===== src/rtl/mem_port_arbiter.sv =====
// -----------------------------------------------------------------------------
// mem_port_arbiter
//
// Shares the single data port of the memory controller between two masters:
//   M0 - CPU load/store stage
//   M1 - debug/DMA master, may lock the port for bursts
// One access is issued per cycle. Arbitration is round-robin in IDLE; while
// M1 holds the lock (LOCKED) it has absolute priority. Read data returns the
// cycle after issue and is steered back to the master that issued the read.
//
// Optional feature macro: ARB_STARVE_EN
//   When defined, per-master wait counters are kept and M0 is force-granted
//   once through an M1 lock after waiting STARVE_LIMIT cycles.
//   When undefined, the lock is absolute.
//
// Parameters
//   ADDR_W        address width
//   DATA_W        data width
//   STARVE_LIMIT  max consecutive denied cycles for M0 under lock (1..15)
//
// Ports
//   i_clk, i_rst_n                 clock, async active-low reset
//   i_mX_req/addr/wdata/width/we/zeroextend   request fields of master X
//   i_m1_lock                      M1 exclusive-ownership request
//   o_mX_gnt                       access issued for master X this cycle
//   o_mX_rvalid, o_mX_rdata        read response for master X (rdata 0 when
//                                  rvalid is low)
//   o_mem_valid/addr/wdata/width/we/zeroextend  access to memory
//   i_mem_rdata                    memory read data, cycle after read issue
//
// state  | meaning
// -------+------------------------------------------------------------------
// IDLE   | round-robin between M0 and M1, last_grant breaks ties
// LOCKED | M1 owns the port; M0 denied (unless force-granted for starvation)
// -----------------------------------------------------------------------------
module mem_port_arbiter #(
    parameter int ADDR_W       = 32,
    parameter int DATA_W       = 32,
    parameter int STARVE_LIMIT = 15
) (
    input  logic              i_clk,
    input  logic              i_rst_n,

    input  logic              i_m0_req,
    input  logic [ADDR_W-1:0] i_m0_addr,
    input  logic [DATA_W-1:0] i_m0_wdata,
    input  logic [1:0]        i_m0_width,
    input  logic              i_m0_we,
    input  logic              i_m0_zeroextend,
    output logic              o_m0_gnt,
    output logic              o_m0_rvalid,
    output logic [DATA_W-1:0] o_m0_rdata,

    input  logic              i_m1_req,
    input  logic [ADDR_W-1:0] i_m1_addr,
    input  logic [DATA_W-1:0] i_m1_wdata,
    input  logic [1:0]        i_m1_width,
    input  logic              i_m1_we,
    input  logic              i_m1_zeroextend,
    input  logic              i_m1_lock,
    output logic              o_m1_gnt,
    output logic              o_m1_rvalid,
    output logic [DATA_W-1:0] o_m1_rdata,

    output logic              o_mem_valid,
    output logic [ADDR_W-1:0] o_mem_addr,
    output logic [DATA_W-1:0] o_mem_wdata,
    output logic [1:0]        o_mem_width,
    output logic              o_mem_we,
    output logic              o_mem_zeroextend,
    input  logic [DATA_W-1:0] i_mem_rdata
);

    localparam logic [0:0] ST_IDLE   = 1'b0;
    localparam logic [0:0] ST_LOCKED = 1'b1;

    localparam logic OWNER_M0 = 1'b0;
    localparam logic OWNER_M1 = 1'b1;

    // The wait counters are 4 bits wide, so the limit must fit in them.
    if (STARVE_LIMIT < 1 || STARVE_LIMIT > 15) begin : g_limit_check
        $error("mem_port_arbiter: STARVE_LIMIT must be within 1..15");
    end

    logic [0:0] state_q, state_d;
    logic       last_grant_q, last_grant_d;
    logic       rd_pending_q;
    logic       rd_owner_q;
    logic       gnt_m0, gnt_m1;
    logic       force_m0;

`ifdef ARB_STARVE_EN
    localparam logic [3:0] LIMIT = 4'(STARVE_LIMIT);

    logic [3:0] wait_m0_q;
    logic [3:0] wait_m1_q;

    // Counter reaching the limit during a lock lets M0 through exactly once;
    // the grant clears the counter so the override cannot repeat back to back.
    assign force_m0 = (state_q == ST_LOCKED) && i_m0_req && (wait_m0_q >= LIMIT);

    always_ff @(posedge i_clk or negedge i_rst_n) begin
        if (!i_rst_n) begin
            wait_m0_q <= 4'd0;
            wait_m1_q <= 4'd0;
        end else begin
            if (i_m0_req && !gnt_m0) begin
                if (wait_m0_q != 4'hF) wait_m0_q <= wait_m0_q + 4'd1;
            end else begin
                wait_m0_q <= 4'd0;
            end
            if (i_m1_req && !gnt_m1) begin
                if (wait_m1_q != 4'hF) wait_m1_q <= wait_m1_q + 4'd1;
            end else begin
                wait_m1_q <= 4'd0;
            end
        end
    end
`else
    assign force_m0 = 1'b0;
`endif

    // Grant decision. Held at zero during reset so nothing reaches memory
    // while the sequential state is being cleared.
    always_comb begin
        gnt_m0 = 1'b0;
        gnt_m1 = 1'b0;
        if (i_rst_n) begin
            if (state_q == ST_LOCKED) begin
                if (force_m0) begin
                    gnt_m0 = 1'b1;
                end else if (i_m1_req) begin
                    gnt_m1 = 1'b1;
                end
            end else begin
                if (i_m0_req && i_m1_req) begin
                    if (last_grant_q == OWNER_M1) gnt_m0 = 1'b1;
                    else                          gnt_m1 = 1'b1;
                end else if (i_m0_req) begin
                    gnt_m0 = 1'b1;
                end else if (i_m1_req) begin
                    gnt_m1 = 1'b1;
                end
            end
        end
    end

    assign o_m0_gnt = gnt_m0;
    assign o_m1_gnt = gnt_m1;

    always_comb begin
        state_d      = state_q;
        last_grant_d = last_grant_q;
        if (gnt_m0) begin
            last_grant_d = OWNER_M0;
        end else if (gnt_m1) begin
            last_grant_d = OWNER_M1;
        end
        if (state_q == ST_IDLE) begin
            if (gnt_m1 && i_m1_lock) state_d = ST_LOCKED;
        end else begin
            // A forced M0 grant is not an M1 access, so it never ends the lock.
            if (!i_m1_req || (gnt_m1 && !i_m1_lock)) begin
                state_d      = ST_IDLE;
                last_grant_d = OWNER_M1;
            end
        end
    end

    always_ff @(posedge i_clk or negedge i_rst_n) begin
        if (!i_rst_n) begin
            state_q      <= ST_IDLE;
            last_grant_q <= OWNER_M1;
        end else begin
            state_q      <= state_d;
            last_grant_q <= last_grant_d;
        end
    end

    // Memory-side mux; every field is zero when nothing is issued.
    always_comb begin
        o_mem_valid      = 1'b0;
        o_mem_addr       = '0;
        o_mem_wdata      = '0;
        o_mem_width      = 2'd0;
        o_mem_we         = 1'b0;
        o_mem_zeroextend = 1'b0;
        if (gnt_m0) begin
            o_mem_valid      = 1'b1;
            o_mem_addr       = i_m0_addr;
            o_mem_wdata      = i_m0_wdata;
            o_mem_width      = i_m0_width;
            o_mem_we         = i_m0_we;
            o_mem_zeroextend = i_m0_zeroextend;
        end else if (gnt_m1) begin
            o_mem_valid      = 1'b1;
            o_mem_addr       = i_m1_addr;
            o_mem_wdata      = i_m1_wdata;
            o_mem_width      = i_m1_width;
            o_mem_we         = i_m1_we;
            o_mem_zeroextend = i_m1_zeroextend;
        end
    end

    // Read response tracking: one slot suffices because memory answers in
    // exactly one cycle, so a new read can issue while the previous returns.
    always_ff @(posedge i_clk or negedge i_rst_n) begin
        if (!i_rst_n) begin
            rd_pending_q <= 1'b0;
            rd_owner_q   <= OWNER_M0;
        end else begin
            rd_pending_q <= o_mem_valid && !o_mem_we;
            if (o_mem_valid) rd_owner_q <= gnt_m1;
        end
    end

    assign o_m0_rvalid = rd_pending_q && (rd_owner_q == OWNER_M0);
    assign o_m1_rvalid = rd_pending_q && (rd_owner_q == OWNER_M1);
    assign o_m0_rdata  = o_m0_rvalid ? i_mem_rdata : '0;
    assign o_m1_rdata  = o_m1_rvalid ? i_mem_rdata : '0;

endmodule


===== config.mk =====
export PLATFORM = sky130hd
export DESIGN_NAME = mem_port_arbiter
export DESIGN_NICKNAME = d
export VERILOG_FILES = /design/src/rtl/mem_port_arbiter.sv
export SDC_FILE = /design/constraint.sdc
export NUM_CORES = 1
export LEC_CHECK = 0
export CORE_AREA = 2 2 121 123
export CTS_BUF_LIST = sky130_fd_sc_hd__clkbuf_4 sky130_fd_sc_hd__clkbuf_8
export DETAILED_ROUTE_END_ITERATION = 8
export DIE_AREA = 0 0 123 125
export GPL_TIMING_DRIVEN = 0
export SLEW_MARGIN = 5
export SYNTH_ARGS = -nofsm -noshare
export SYNTH_HDL_FRONTEND = slang
export SYNTH_SLANG_ARGS = --single-unit

===== constraint.sdc =====
create_clock -name i_clk -period 2.3 [get_ports i_clk]
set_clock_uncertainty 0.2 [all_clocks]
set_input_delay 0.345 -clock i_clk [delete_from_list [all_inputs] [get_ports i_clk]]
set_output_delay 0.345 -clock i_clk [all_outputs]
set_load 0.01 [all_outputs]

==> out/results.txt, run 1 <==
Outcome = finished with violations
Violated checks = setup timing
Gr usage total = 0.1353
Slowest stage cell, crit path = dfstp_2
Final worst setup slack = -96.42 ps
Critical-path cell list = and2b_1, and3b_1, buf_6, buf_6, buf_8, a22o_1, buf_2
Post-DR wirelength/cell = 16.40 µm
Minimum clock period after layout = 2396 ps
Most frequent cells in the layout = clkdlybuf4s50_1 (206), a22o_1 (67), buf_2 (55)
Synth cell types = 24
Logic pwr share = 0.852
Initial DRT Pass Iterations = 4
Die H = 125 µm
Buffers added on ports = 309
Slowest cell delay on critical path = 530 ps
Max transition margin = 0.8505
Overall routed net length = 11,630 µm
Switching part of the total = 0.3835
Met3 Resource Use GR = 0.02509
DIE AREA = 15,380 µm²
Core area = 14,200 µm²
Worst slew pin tran = 224.2 ps
Grt met2 use = 0.2756
Slew Limit Fails = 0
Setup WS pre-CTS = -971.8 ps
Max Buffers Root-to-Sink = 2
Root Buffer = clkbuf_8
H-Tree Depth = 1
Layout cells sized above 1 = 0.2629
Vias = 2,937
Pleak = 2.644 nW
Post-route insts no fill = 709
P&R area growth vs syn = 264.9%
Pwr Total = 0.002200 W
Reg clk slew, reported paths = 30 ps
Share of power burned in registers = 0.070
Drc violations = 0
Final-report setup violation count = 65
Final hold viol count = 0
Clock power share = 0.078
Peak supply drop = 201.2 µV
Hold WC Path Type = in -> async
Worst hold margin = 68.83 ps
Antenna Cells = 0
Peak Freq = 417.3 MHz
Global route overflow = 0
Startpoint Class = flip-flop
Detail Route Antenna Nets = 0
Commonest non-fill, non-tap cell in the layout = clkdlybuf4s50_1
CP endpoint = o_mem_wdata[14]
First DRT Iteration DRCs = 75
Layout Nets = 699
Synth Cell Area = 1385 µm²
R2R setup slack = 430 ps
Worst r2r src = last_grant_q
Dpl cell area = 4708 µm²
Met1 Track Usage GR = 0.1402
RSZ-0062 raised after global routing = true
Crit path launch = last_grant_q
Clock Sinks = 4
CTS tree = yes
Ys Warns = 0
I/O pins = 310
Critical path required time = 1750 ps
Worst Path Max Fanout = 5
Worst Path Arrival = 1850 ps
Net Count, Synth = 354
Switching pwr = 0.0008438 W
Most frequent CP cell = buf_6
Yosys reg bits = 4
Power per Cell Area = 435.4 nW/µm²
Clk_lat worst skew = 220 ps
Die extent in x = 123 µm
Largest net degree at the start of global routing = 11
Top Family by Delay on Critical Path = flip-flops
Starting density of the core = 0.09752
Period utilization = 1.042
Maxcap violations = 0
Post-Synthesis Cells = 181
CP Depth = 7
Initial antenna violation count = 0
Reg2Reg Depth = 8
Internal = 0.001357 W
Finished Cell Area = 5054 µm²
Reg2Reg Capture Point = rd_owner_q
Buf/Inv on CP = 4
First-pass GRT wire length = 16,300 µm
Syn_area_per_cell = 7.652 µm²
Worst setup path category = reg -> out
Most used routing layer = met2
FP Rows = 44
CTS buffer count = 3
Vias in the first global route = 2,935
Placed cells = 674
Hpwl dp = 9435 µm
CP endpoint kind = output pin
Gp weighted congestion = 0.7686
Seq/Total Area, Yosys = 0.07317
Via/cell ratio = 4.142
[logic make-up (layout without fill, tap and decap cells)]
logic type,after synthesis,after routing,synth area share
AO/OA/AOI/OAI,74,74,0.4607
AND/OR/NAND/NOR,76,76,0.3451
flip-flops,4,4,0.07317
buffers and inverters,27,371,0.1211
[final cells by class]
| cell class | instances | area, µm² |
|---|---|---|
| timing repair buffer | 340 | 3234 |
| multi-input combinational | 150 | 1145 |
| clock buffer | 4 | 48.80 |
| buffer | 24 | 280.3 |
| sequential | 4 | 103.9 |
| inverter | 3 | 11.26 |
| fill | 1530 | 9150 |
| tap | 184 | 230.2 |
[worst min path at each step]
| stage | endpoint | slack (ps) | cells past startpoint |
|---|---|---|---|
| floorplan | rd_owner_q | -150 | 0 |
| global placement | last_grant_q | 320 | 1 |
| detailed placement | last_grant_q | 340 | 1 |
| CTS | last_grant_q | 60 | 1 |
| global route | last_grant_q | 60 | 1 |
| finish | last_grant_q | 70 | 1 |
[registers in the layout (all words and copies together), names as in the netlist]
name and flops:
rd_owner_q 1, state_q 1, last_grant_q 1, rd_pending_q 1
[metal layers]
| metal | share of wire | up-vias | wire length (µm) |
|---|---|---|---|
| met5 | 0 | - | 0 |
| met4 | 0.0083 | 0 | 97 |
| met3 | 0.081 | 6 | 945 |
| met2 | 0.55 | 175 | 6448 |
| met1 | 0.36 | 1359 | 4136 |
| li1 | - | 1397 | - |
[per-stage QoR]
| stage | utilization | TNS [ps] |
|---|---|---|
| floorplan | - | 0 |
| global placement | 0.3315 | -60750 |
| detailed placement | 0.3315 | -65660 |
| CTS | 0.3495 | -4916 |
| global route | 0.3558 | -7884 |
| finish | 0.3558 | -2463 |
[power groups by stage]
| stage | sequential [W] | clock (W) | combinational [W] |
|---|---|---|---|
| 3_3_place_gp | 0.000149 | 0 | 0.00167 |
| 6_report | 0.000154 | 0.000172 | 0.00187 |
| 5_1_grt | 0.000161 | 0.000186 | 0.00200 |
| 3_5_place_dp | 0.000149 | 0 | 0.00169 |
| 2_1_floorplan | 0.000130 | 0 | 0.000675 |
| 4_1_cts | 0.000155 | 0.000178 | 0.00185 |
[synthesized netlist by cell type, drive strengths merged]
cell	n	area share
a211oi	1	0.0054
a221oi	1	0.0063
a22o	68	0.43
a31oi	1	0.0045
and2	33	0.15
and2b	1	0.0054
and3	32	0.14
and3b	2	0.013
buf	11	0.078
clkbuf	13	0.035
dfrtp	3	0.054
dfstp	1	0.019
inv	3	0.0081
nand2	1	0.0027
nand3	1	0.0036
nand3b	1	0.0054
nor2	1	0.0027
nor2b	3	0.014
nor3b	1	0.0054
o21a	2	0.011
o21ai	1	0.0036
[worst register-to-register path, cell delays in order (launching register included)]
cell	delay, ps
dfstp_2	530
and2b_1	180
and3b_1	220
buf_6	130
buf_12	140
buf_16	110
buf_4	100
buf_4	90
o21ai_1	50
[timing repair]
item,CTS,global route
endpoints found under the setup margin,134,105
hold buffers,1,0
resized for setup,361,44
hold endpoints to repair,3,0
setup buffers,18,6
pin swaps,21,31
gates cloned,5,2
(Power assumes the default switching activity.)
==> inputs of run 2 (changes only) <==
--- a/config.mk
+++ b/config.mk
@@ -5,11 +5,15 @@
 export SDC_FILE = /design/constraint.sdc
 export NUM_CORES = 1
 export LEC_CHECK = 0
-export CORE_AREA = 2 2 121 123
+export CELL_PAD_IN_SITES_DETAIL_PLACEMENT = 0
+export CELL_PAD_IN_SITES_GLOBAL_PLACEMENT = 2
+export CORE_MARGIN = 1
+export CORE_UTILIZATION = 10
 export CTS_BUF_LIST = sky130_fd_sc_hd__clkbuf_4 sky130_fd_sc_hd__clkbuf_8
 export DETAILED_ROUTE_END_ITERATION = 8
-export DIE_AREA = 0 0 123 125
 export GPL_TIMING_DRIVEN = 0
+export HOLD_SLACK_MARGIN = 0.03
+export PLACE_DENSITY_LB_ADDON = 0.1
 export SLEW_MARGIN = 5
 export SYNTH_ARGS = -nofsm -noshare
 export SYNTH_HDL_FRONTEND = slang
==> constraint.sdc (replaced) <==
create_clock -name i_clk -period 1.95 [get_ports i_clk]
set_clock_uncertainty 0.2 [all_clocks]
set_input_delay 0.2925 -clock i_clk [delete_from_list [all_inputs] [get_ports i_clk]]
set_output_delay 0.2925 -clock i_clk [all_outputs]
set_load 0.01 [all_outputs]
==> run 2 against run 1 <==
- the run still ends with setup timing left
- critical path depth rose by 1
- combinational power grew 9%
- routed wire length shrank 6.1%
- critical endpoint is now o_mem_wdata[30]
- worst setup slack lost 320 ps
- power grew 9.6%
- non-clock buffer count down 7
- die area decreased by 6.8%
- largest power group unchanged
- sequential share of layout area increased by 0.079 points
==> out/results.txt, run 2 (synthesis results as in run 1) <==
Outcome = finished with violations
Violated checks = setup timing
Worst Path Max Fanout = 6 (+1)
Initial DRT Pass Iterations = 4 (unchanged)
Clk_lat worst skew = 220 ps (about the same)
Detail Route Antenna Nets = 0 (unchanged)
Global route overflow = 0 (unchanged)
Peak Freq = 422.9 MHz
CTS tree = yes
Pleak = 2.422 nW (-8.4%)
Antenna Cells = 0 (unchanged)
CP endpoint kind = output pin
Final worst setup slack = -414.4 ps (-317.9 ps)
Worst Path Arrival = 1870 ps (+20 ps)
Commonest non-fill, non-tap cell in the layout = clkdlybuf4s50_1
Peak supply drop = 181.2 µV (-9.9%)
Hold WC Path Type = in -> async
Layout cells sized above 1 = 0.2780 (+0.01514)
P&R area growth vs syn = 251.4%
Slew Limit Fails = 0 (unchanged)
First DRT Iteration DRCs = 48 (-36%)
H-Tree Depth = 1 (unchanged)
Via/cell ratio = 4.092 (-1.2%)
Die H = 119.7 µm (-4.2%)
Final-report setup violation count = 69 (+6.2%)
First-pass GRT wire length = 15,900 µm (-2.4%)
Critical path required time = 1460 ps (-290 ps)
Slowest stage cell, crit path = dfstp_2
Startpoint Class = flip-flop
Maxcap violations = 0 (unchanged)
Power per Cell Area = 495.4 nW/µm² (+14%)
RSZ-0062 raised after global routing = true
Critical-path cell list = and2b_1, and3b_1, buf_6, buf_8, buf_12, buf_8, a22o_1, buf_2
Worst hold margin = 108.7 ps (+39.87 ps)
Max Buffers Root-to-Sink = 2 (unchanged)
Most frequent CP cell = buf_8
Max transition margin = 0.7843 (-0.06618)
Clock Sinks = 4 (unchanged)
Gr usage total = 0.1420 (+0.006684)
Overall routed net length = 10,920 µm (-6.1%)
Starting density of the core = 0.1034 (+0.005845)
Slowest cell delay on critical path = 530 ps (about the same)
Pwr Total = 0.002411 W (+9.6%)
Period utilization = 1.212
Gp weighted congestion = 0.7675 (-0.14%)
Buffers added on ports = 309 (unchanged)
Hpwl dp = 9369 µm (-0.70%)
Worst setup path category = reg -> out
Minimum clock period after layout = 2364 ps
Post-route insts no fill = 694 (-2.1%)
Placed cells = 666 (-1.2%)
Worst slew pin tran = 323.5 ps (+99.26 ps)
Root Buffer = clkbuf_8
Most frequent cells in the layout = clkdlybuf4s50_1 (169), a22o_1 (68), buf_2 (50)
Largest net degree at the start of global routing = 11 (unchanged)
Fill count = 1,464 (-4.3%)
Top Family by Delay on Critical Path = buffers and inverters
Initial antenna violation count = 0 (unchanged)
Finished Cell Area = 4867 µm² (-3.7%)
Layout Nets = 692 (-1.0%)
I/O pins = 310 (unchanged)
FP Rows = 42 (-4.5%)
Final hold viol count = 0 (unchanged)
Vias in the first global route = 2,939 (+0.14%)
Reg clk slew, reported paths = 30 ps (about the same)
Core area = 13,400 µm² (-5.7%)
Vias = 2,840 (-3.3%)
Die extent in x = 119.7 µm (-2.7%)
DIE AREA = 14,330 µm² (-6.8%)
Buf/Inv on CP = 5 (+1)
Drc violations = 0 (unchanged)
Post-DR wirelength/cell = 15.74 µm (-4.0%)
Final core utilization = 0.3632 (+0.007416)
CTS buffer count = 3 (unchanged)
Dpl cell area = 4698 µm² (-0.21%)
[run 2: path summary, 6_finish.rpt]
kind | depth (start not counted) | from | slack [ps] | end
worst max-delay path | 8 | last_grant_q | -410 | o_mem_wdata[30]
worst min-delay path | 1 | i_rst_n | 110 | last_grant_q
worst max register to register | 7 | last_grant_q | 160 | rd_owner_q
worst min register to register | 2 | state_q | 410 | state_q
max in group asynchronous | 2 | i_rst_n | 830 | rd_owner_q
min in group i_clk | 3 | i_m0_req | 390 | last_grant_q
[run 2: final cells by class]
class / count / area (µm²) / share of cell area
inverters: 3 / 11.26 / 0.002314
well taps: 176 / 220.2 / 0.04524
clock buffers: 4 / 48.80 / 0.01003
plain buffers: 15 / 153.9 / 0.03162
multi-input cells: 150 / 1144 / 0.2350
flip-flops and latches: 4 / 103.9 / 0.02134
repair buffers: 342 / 3186 / 0.6545
[run 2: repair_timing]
item	in CTS	in global routing
pin swaps	21	5
setup endpoints to repair	135	111
gates cloned	3	1
hold buffers	1	0
endpoints found under the hold margin	3	0
resized for setup	434	33
setup buffers	25	5
[run 2: through the flow]
step	setup slack [ps]	TNS [ps]
final	-414.4	-24620
after CTS	-449.6	-26350
after global placement	-1161	-89750
after floorplan	97.21	0
after detailed placement	-1172	-91740
after global routing	-499.7	-29610
[run 2: report_power, final]
group | internal [W] | leakage, nW | total (W) | switching, W
registers | 0.000127 | 0.0449 | 0.000172 | 0.0000457
logic | 0.00121 | 2.35 | 0.00204 | 0.000829
clock network | 0.000154 | 0.0262 | 0.000203 | 0.0000493
total | 0.00149 | 2.42 | 0.00241 | 0.000924
[run 2: routing by layer]
layer | routed length, µm | track usage
met5 | 0 | 0
met4 | 114 | 0.02422
met3 | 1075 | 0.03850
met2 | 6292 | 0.3049
met1 | 3439 | 0.1294
==> inputs of run 3 (changes only) <==
--- a/config.mk
+++ b/config.mk
@@ -14,6 +14,7 @@
 export GPL_TIMING_DRIVEN = 0
 export HOLD_SLACK_MARGIN = 0.03
 export PLACE_DENSITY_LB_ADDON = 0.1
+export SKIP_LAST_GASP = 1
 export SLEW_MARGIN = 5
 export SYNTH_ARGS = -nofsm -noshare
 export SYNTH_HDL_FRONTEND = slang
==> run 3 against run 2 <==
- cell count decreased by 0.14%
- first-iteration DRC count increased by 31%
- clock power about the same
- core utilization decreased by 0.36 points
- the run still ends with setup timing left
- critical endpoint unchanged
- fmax about the same
- final area decreased by 1.0%
- global-route usage increased by 0.051 points
- power decreased by 0.85%
==> out/results.txt, run 3 (synthesis results as in run 1) <==
Largest net degree at the start of global routing = 11 (unchanged)
Drc violations = 0 (unchanged)
Crit path launch = last_grant_q
Max Buffers Root-to-Sink = 2 (unchanged)
Peak supply drop = 181.2 µV (about the same)
Clk_lat worst skew = 220 ps (about the same)
Reg clk slew, reported paths = 30 ps (about the same)
Hpwl dp = 9369 µm (unchanged)
Initial DRT Pass Iterations = 3 (-1)
Worst slew pin tran = 323.5 ps (unchanged)
Outcome = finished with violations
Worst Path Max Fanout = 6 (unchanged)
I/O pins = 310 (unchanged)
Die H = 119.7 µm (unchanged)
Slew Limit Fails = 0 (unchanged)
FP Rows = 42 (unchanged)
CTS buffer count = 3 (unchanged)
Finished Cell Area = 4818 µm² (-1.0%)
Reg2Reg Capture Point = rd_owner_q
Period utilization = 1.213 (about the same)
Peak Freq = 422.8 MHz (about the same)
Critical path required time = 1460 ps (about the same)
Final core utilization = 0.3596 (-0.003642)
Startpoint Class = flip-flop
Commonest non-fill, non-tap cell in the layout = clkdlybuf4s50_1
Most frequent cells in the layout = clkdlybuf4s50_1 (169), a22o_1 (68), buf_2 (46)
Antenna Cells = 0 (unchanged)
Violated checks = setup timing
Clock Sinks = 4 (unchanged)
DR WL met2 = 6257 µm (-0.56%)
Worst setup path category = reg -> out
DRT met1 WL = 3510 µm (+2.1%)
Dpl cell area = 4698 µm² (unchanged)
CP endpoint = o_mem_wdata[30]
DIE AREA = 14,330 µm² (unchanged)
Starting density of the core = 0.1034 (unchanged)
First-pass GRT wire length = 15,950 µm (+0.30%)
Global route overflow = 0 (unchanged)
Detail Route Antenna Nets = 0 (unchanged)
Buffers added on ports = 309 (unchanged)
CTS tree = yes
Setup WS pre-CTS = -1172 ps (unchanged)
Metal3 WL = 1047 µm (-2.6%)
Minimum clock period after layout = 2365 ps (+0.7150 ps)
Hold WC Path Type = in -> async
Pleak = 2.424 nW (about the same)
Die extent in x = 119.7 µm (unchanged)
R2R setup slack = 200 ps (+40 ps)
Pwr Total = 0.002391 W (-0.85%)
Final hold viol count = 0 (unchanged)
CP endpoint kind = output pin
Power per Cell Area = 496.1 nW/µm² (+0.15%)
Top Layer Used = met4
Core area = 13,400 µm² (unchanged)
Fill count = 1,468 (+0.27%)
Final-report setup violation count = 80 (+16%)
P&R area growth vs syn = 247.9%
Maxcap violations = 0 (unchanged)
Gr usage total = 0.1425 (+0.0005058)
Initial antenna violation count = 0 (unchanged)
Post-DR wirelength/cell = 15.76 µm (+0.16%)
Layout cells sized above 1 = 0.2766 (-0.001397)
Vias in the first global route = 2,946 (+0.24%)
Worst Path Arrival = 1870 ps (about the same)
Overall routed net length = 10,920 µm (about the same)
Reg2Reg Depth = 6 (-1)
H-Tree Depth = 1 (unchanged)
Layout Nets = 691 (-0.14%)
Root Buffer = clkbuf_8
Via/cell ratio = 4.094 (about the same)
Worst r2r src = last_grant_q
Final worst setup slack = -415.1 ps (-0.7150 ps)
Max transition margin = 0.7843 (unchanged)
RSZ-0062 raised after global routing = true
Vias = 2,837 (-0.11%)
Gp weighted congestion = 0.7675 (unchanged)
First DRT Iteration DRCs = 63 (+31%)
[run 3: changes by cell type in the layout (fill, tap and decap cells not counted), sizes merged]
cell / delta
clkbuf: +4
clkdlybuf4s15: +1
dlygate4sd2: -1
buf: -7
dlymetal6s2s: +2
[run 3: how the worst min path moves through the flow]
stage                 start      endpoint  slack [ps]  cells after the start
2_1_floorplan       i_rst_n    rd_owner_q        -200                      0
3_3_place_gp   last_grant_q  last_grant_q         330                      1
3_5_place_dp   last_grant_q  last_grant_q         350                      1
4_1_cts             i_rst_n  last_grant_q         110                      1
5_1_grt             i_rst_n  last_grant_q         130                      1
6_report            i_rst_n  last_grant_q         110                      1
[run 3: area by class of cell]
| type | instances | area [µm²] | share of cell area |
|---|---|---|---|
| Timing Repair Buffer | 342 | 3154 | 0.6546 |
| Sequential cell | 4 | 103.9 | 0.02155 |
| Clock buffer | 4 | 48.80 | 0.01013 |
| Buffer | 14 | 138.9 | 0.02882 |
| Multi-Input combinational cell | 150 | 1141 | 0.2368 |
| Tap cell | 176 | 220.2 | 0.04570 |
| Inverter | 3 | 11.26 | 0.002337 |
[run 3: report_power, final]
part,total (W),switching (W),leakage (nW),internal [W]
Combinational,0.00201,0.000825,2.35,0.00119
Sequential,0.000173,0.0000463,0.0449,0.000127
Clock,0.000203,0.0000493,0.0262,0.000154
[run 3: per-layer routing]
| metal | global-route usage | vias up |
|---|---|---|
| met2 | 0.3053 | 173 |
| met5 | 0 | - |
| met4 | 0.02422 | 0 |
| met3 | 0.03850 | 8 |
| met1 | 0.1306 | 1276 |
| li1 | - | 1380 |
[run 3: what timing repair did]
item                       in CTS  in global routing
setup endpoints to repair     135                113
pin swaps                      21                  5
hold endpoints to repair        3                  0
buffers inserted               25                  5
cloned                          3                  0
resized for setup             402                 47
hold buffers                    1                  0
[run 3: worst max-delay path: stages (launching register included)]
cell	delay, ps
dfstp_2	530
and2b_1	190
and3b_1	230
buf_6	130
buf_8	120
buf_12	100
buf_8	100
a22o_1	120
buf_2	130
[run 3: per-stage QoR]
stage	instances	setup TNS, ps	hold WS [ps]
finish	693	-25310	108.7
global route	693	-30940	131.7
CTS	695	-28060	111.9
detailed placement	666	-91740	345.4
global placement	666	-89750	331.0
floorplan	181	0	-203.1
